## config.mk

```make
export PLATFORM = sky130hd
export DESIGN_NAME = pattern_detector_param
export DESIGN_NICKNAME = d
export VERILOG_FILES = /design/src/rtl/pattern_det_pkg.sv /design/src/rtl/pattern_det_history.sv /design/src/rtl/pattern_detector_param.sv
export SDC_FILE = /design/constraint.sdc
export NUM_CORES = 1
export LEC_CHECK = 0
export CORE_MARGIN = 3
export CORE_UTILIZATION = 30
export CTS_CLUSTER_SIZE = 12
export DETAILED_ROUTE_END_ITERATION = 10
export PLACE_DENSITY = 0.47
export SETUP_SLACK_MARGIN = 0.3
export SKIP_LAST_GASP = 1
export SLEW_MARGIN = 20
export SYNTH_ARGS = -nofsm -noshare
export SYNTH_HDL_FRONTEND = slang
export SYNTH_SLANG_ARGS = --single-unit
```

## constraint.sdc

```tcl
create_clock -name clk -period 5.8 [get_ports clk]
set_input_delay 1.45 -clock clk [delete_from_list [all_inputs] [get_ports clk]]
set_output_delay 1.45 -clock clk [all_outputs]
set_load 0.02 [all_outputs]
```

## src/rtl/pattern_det_pkg.sv

```systemverilog
// Shared types, default widths and helpers for the parametrised pattern detector.
package pattern_det_pkg;

  typedef enum logic [1:0] {
    StIdle = 2'd0,
    StScan = 2'd1,
    StHit  = 2'd2
  } state_e;

  localparam int unsigned DefDataW  = 8;
  localparam int unsigned DefMaxLen = 8;
  localparam int unsigned DefCntW   = 16;

  function automatic int unsigned clamp_len(input int unsigned len, input int unsigned max_len);
    return (len > max_len) ? max_len : len;
  endfunction

endpackage

```

## src/rtl/pattern_det_history.sv

```systemverilog
// Symbol history shift register with fill counter and parallel compare against the pattern.
module pattern_det_history
  import pattern_det_pkg::*;
#(
  parameter int unsigned DATA_W  = DefDataW,
  parameter int unsigned MAX_LEN = DefMaxLen
) (
  input  logic                              clk_i,
  input  logic                              rst_ni,
  input  logic                              clear_i,
  input  logic                              shift_i,
  input  logic                              flush_i,
  input  logic [DATA_W-1:0]                 data_i,
  input  logic [MAX_LEN-1:0][DATA_W-1:0]    pat_i,
  input  logic [$clog2(MAX_LEN+1)-1:0]      len_i,
  output logic                              match_o
);

  localparam int unsigned LEN_W = $clog2(MAX_LEN + 1);
  localparam int unsigned IDX_W = $clog2(MAX_LEN);

  // Entry 0 is the most recently accepted symbol.
  logic [MAX_LEN-1:0][DATA_W-1:0] hist_q, hist_d;
  logic [LEN_W-1:0]               fill_q, fill_d, fill_nx;
  logic [IDX_W-1:0]               pat_idx;
  logic                           match;

  always_comb begin
    hist_d  = hist_q;
    fill_nx = fill_q;
    pat_idx = '0;
    if (shift_i) begin
      hist_d = {hist_q[MAX_LEN-2:0], data_i};
      if (32'(fill_q) < MAX_LEN) fill_nx = fill_q + 1'b1;
    end

    // Newest symbol lines up with the last pattern slot, older ones walk backwards.
    match = 1'b0;
    if (shift_i && (len_i != '0) && (fill_nx >= len_i)) begin
      match = 1'b1;
      for (int unsigned j = 0; j < MAX_LEN; j++) begin
        pat_idx = IDX_W'(len_i - LEN_W'(j) - 1'b1);
        if ((j < 32'(len_i)) && (hist_d[IDX_W'(j)] != pat_i[pat_idx])) match = 1'b0;
      end
    end

    fill_d = fill_nx;
    if (clear_i || (flush_i && match)) fill_d = '0;
  end

  always_ff @(posedge clk_i or negedge rst_ni) begin
    if (!rst_ni) begin
      hist_q <= '0;
      fill_q <= '0;
    end else begin
      hist_q <= hist_d;
      fill_q <= fill_d;
    end
  end

  assign match_o = match;

endmodule

```

## src/rtl/pattern_detector_param.sv

```systemverilog
// Programmable stream pattern detector: FSM, pattern RAM, match counter and ack handshake.
module pattern_detector_param
  import pattern_det_pkg::*;
#(
  parameter int unsigned DATA_W  = DefDataW,
  parameter int unsigned MAX_LEN = DefMaxLen,
  parameter int unsigned LEN_W   = $clog2(MAX_LEN + 1),
  parameter int unsigned CNT_W   = DefCntW,
  parameter bit          OVERLAP = 1'b1
) (
  input  logic                       clk,
  input  logic                       reset_sync,
  input  logic                       enable,
  input  logic                       cfg_we,
  input  logic [$clog2(MAX_LEN)-1:0] cfg_idx,
  input  logic [DATA_W-1:0]          cfg_byte,
  input  logic [LEN_W-1:0]           cfg_len,
  input  logic                       data_valid,
  input  logic [DATA_W-1:0]          data,
  input  logic                       ack,
  output logic                       found_pattern,
  output logic [CNT_W-1:0]           match_count,
  output logic                       pend_hit
);

  state_e                         state_q, state_d;
  logic [LEN_W-1:0]               len_q, len_d;
  logic [MAX_LEN-1:0][DATA_W-1:0] pat_q, pat_d;
  logic                           found_q, found_d;
  logic                           pend_q, pend_d;
  logic [CNT_W-1:0]               cnt_q, cnt_d, cnt_inc;
  logic                           scan_on, hist_clear, match_next;

  assign scan_on = enable && (state_q != StIdle);
  assign cnt_inc = (&cnt_q) ? cnt_q : cnt_q + 1'b1;

  pattern_det_history #(
    .DATA_W  (DATA_W),
    .MAX_LEN (MAX_LEN)
  ) u_history (
    .clk_i   (clk),
    .rst_ni  (reset_sync),
    .clear_i (hist_clear),
    .shift_i (scan_on && data_valid),
    .flush_i (OVERLAP == 1'b0),
    .data_i  (data),
    .pat_i   (pat_q),
    .len_i   (len_q),
    .match_o (match_next)
  );

  always_comb begin
    state_d    = state_q;
    len_d      = len_q;
    pat_d      = pat_q;
    found_d    = found_q;
    pend_d     = pend_q;
    cnt_d      = cnt_q;
    hist_clear = 1'b0;

    unique case (state_q)
      StIdle: begin
        if (enable) begin
          len_d      = LEN_W'(clamp_len(32'(cfg_len), MAX_LEN));
          hist_clear = 1'b1;
          cnt_d      = '0;
          state_d    = StScan;
        end else if (cfg_we && (32'(cfg_idx) < MAX_LEN)) begin
          pat_d[cfg_idx] = cfg_byte;
        end
      end
      StScan: begin
        if (match_next) begin
          found_d = 1'b1;
          cnt_d   = cnt_inc;
          state_d = StHit;
        end
      end
      StHit: begin
        if (match_next) cnt_d = cnt_inc;
        // HIT with found low is the one-cycle gap before a pending match is re-raised.
        if (!found_q) begin
          found_d = 1'b1;
          if (match_next) pend_d = 1'b1;
        end else if (ack) begin
          found_d = 1'b0;
          pend_d  = 1'b0;
          if (!(pend_q || match_next)) state_d = StScan;
        end else if (match_next) begin
          pend_d = 1'b1;
        end
      end
      default: state_d = StIdle;
    endcase

    if (!enable && (state_q != StIdle)) begin
      state_d = StIdle;
      found_d = 1'b0;
      pend_d  = 1'b0;
    end
  end

  always_ff @(posedge clk or negedge reset_sync) begin
    if (!reset_sync) begin
      state_q <= StIdle;
      len_q   <= '0;
      pat_q   <= '0;
      found_q <= 1'b0;
      pend_q  <= 1'b0;
      cnt_q   <= '0;
    end else begin
      state_q <= state_d;
      len_q   <= len_d;
      pat_q   <= pat_d;
      found_q <= found_d;
      pend_q  <= pend_d;
      cnt_q   <= cnt_d;
    end
  end

  assign found_pattern = found_q;
  assign match_count   = cnt_q;
  assign pend_hit      = pend_q;

endmodule

```

==> reports/qor.txt <==
Global-route wire length before repair: 42400 um
PwrDens: 615 nW/um2
Via/cell ratio: 5.25
Final setup viols: 0
Least-Margin Pin Slew: 1.04 ns
Post-Syn Area: 10400 um2
Die area: 36800 um2
H-tree depth: 4
Crit path arrival time: 5.09 ns
Sequential share of the synthesized area: 37.7%
Mean Syn Cell Area: 13.1 um2
Routability cong.: 0.814
GRT Overall Usage: 15.5%
Hold_buf cts: 0
R2r startpoint: len_q[0]
Setup TNS: 0 ns
Clock transition at path regs: 0.07 ns
Pin count of the biggest net entering global routing: 93
Status: completed
Max-slew headroom: 30.6%
Most common cell in the synthesized netlist: dfrtp_1
Comb pwr share: 56.9%
Distinct cells, synth: 65
CTS buffer count: 17
Setup Skew: 0.0169 ns
Reg-to-reg slack, setup: 1.26 ns
Routed WL per cell: 21.4 um
Cell taking the most area after synthesis: dfrtp_1
ANT nets after route: 0
Int Pwr: 4.31 mW
Die span in x: 192 um
I/O pin count: 47
Setup CP Type: input pin to flop
Hold_sp: u_history.hist_q[59]
Start point of the critical path: enable
Synthesis warning total: 0
Number of antenna violations at the first check in global routing: 0
TritonCTS clock tree: yes
Top cells by count, synth: 156 x dfrtp_1, 135 x mux2_2, 100 x mux2i_1
RSZ-0062 raised after global routing: false
Tmin final: 4.72 ns
Final hold violation count: 0
PostCTS Resize Cnt: 0
Required @ worst endpoint: 6.17 ns
Synth Net Count: 828
GR Overflow Total: 0
Lkg Pwr: 4.80 nW
Critical path startpoint category: input pin
DRC violation total after the first TritonRoute iteration: 437
Via count: 6752
Clock power share: 16.3%
Ant diodes: 0
Final Util: 35.3%
Tightest Hold Check Type: flop to flop
DR pass1 iterations: 5
Core area: 33800 um2
Post-CTS Setup Repair Bufs: 0
Layout Nets: 865
Synth area leaders: dfrtp_1 38%, mux4_2 15%, mux2_2 15%
DRC viols: 0
HPWL Detailed: 20400 um
Async SR Flop Fraction: 100%
CP endpoint kind: flop
Fmax: 0.212 GHz
PortBufs: 46
Layout area overhead: 15.1%
Starting Density: 30.7%
Post-synth EDFFs: 0
Clock tree buffer depth: 2
Die height: 192 um
Top cell type's share of synthesized area: 37.7%
CTS sink cnt: 156
MaxCap Viol Count: 0
Sw power: 3.02 mW
Row cnt: 67
Number of cells produced by synthesis: 788
Primary FF master, synth: dfrtp_1
WL final: 27400 um
Worst-Skew Late Latency: 0.44 ns
Period utilization: 81.4%
Switching Share: 41.2%
Share of cells above drive strength 1: 32.3%
Synth Register Bits: 156
Clock Root Buffer: clkbuf_16
Max IR drop VDD: 286 uV
Slew Limit Fails: 0
Vias in the first global route: 6742
CP Max Fanout: 66
Seq pwr share: 26.9%
## final cells by class
cell class,instances,area (um2)
Timing Repair Buffer,65,629
Multi-Input combinational cell,576,6180
Tap cell,448,561
Fill cell,3307,21900
Clock buffer,19,453
Inverter,9,33.8
Clock inverter,12,163
Sequential cell,156,3910
## worst paths after layout
path	to	cells past startpoint
worst min register to register	u_history.hist_q[59]	1
worst max-delay path	match_count[5]	12
min in group asynchronous	u_history.hist_q[62]	1
max in group asynchronous	len_q[1]	2
worst max register to register	match_count[5]	12
worst min-delay path	u_history.hist_q[59]	1
## cells in the final DEF (no fill, tap or decap), types with 11 or more instances in the layout
cell             count
clkbuf_16           17
a21oi_1             13
nand3_1             13
buf_4               17
nand2b_1            17
or3_1               11
clkdlybuf4s50_1     45
dfrtp_1            153
mux2i_1            100
xnor2_1             35
nor2_1              14
mux4_2              68
nand2_1             30
mux2_2             135
xor2_1              27
## through the flow
step	setup WS [ns]	cells	hold WS, ns	area, um2	power (mW)
detailed placement	0.586	1254	0.499	11300	6.19
global placement	0.661	1254	0.492	11300	6.19
floorplan	1.09	788	0.482	10400	5.05
global route	0.801	1285	0.525	11900	7.81
finish	1.08	1285	0.506	11900	7.33
CTS	1.07	1285	0.514	11900	7.41
## worst max-delay path, stage by stage
cell and delay, ns:
clkdlybuf4s50_1 0.42, nand3b_1 0.18, buf_12 0.33, mux2_2 0.40, xnor2_1 0.13, nor4_1 0.44
nand2_1 0.10, a2111oi_1 0.60, nand3_2 0.12, buf_4 0.24, or4_1 0.48, a21oi_1 0.16
## metal layers
metal	share of wire [%]	vias up	track usage (%)
met3	3.0	18	2.46
met2	46	121	23.1
met5	0	-	0
met4	1.5	0	4.46
li1	-	3115	-
met1	50	3498	23.0
## flip-flops by register name (all words and copies together) (netlist names)
signal and count:
found_pattern 1, pend_hit 1, state_q 2, pat_q 64
u_history.fill_q 4, match_count 16, len_q 4, u_history.hist_q 64
## power by group through the flow
stage | Combinational, mW | Clock, mW | Sequential, mW
2_1_floorplan | 3.27 | 0 | 1.78
5_1_grt | 4.50 | 1.27 | 2.04
3_3_place_gp | 4.21 | 0 | 1.98
6_report | 4.17 | 1.19 | 1.97
3_5_place_dp | 4.21 | 0 | 1.99
4_1_cts | 4.22 | 1.23 | 1.96
## cells by family after synthesis
kind of cell    after synthesis  synth area share, %
simple gates                127                 6.73
xor+xnor                     66                 6.19
flops                       156                 37.7
compound gates               63                 4.61
buf+inv                      56                 2.97
mux                         309                 40.5
fa+ha+maj                    11                 1.33
Note: power is estimated with default switching activity, not from simulation.
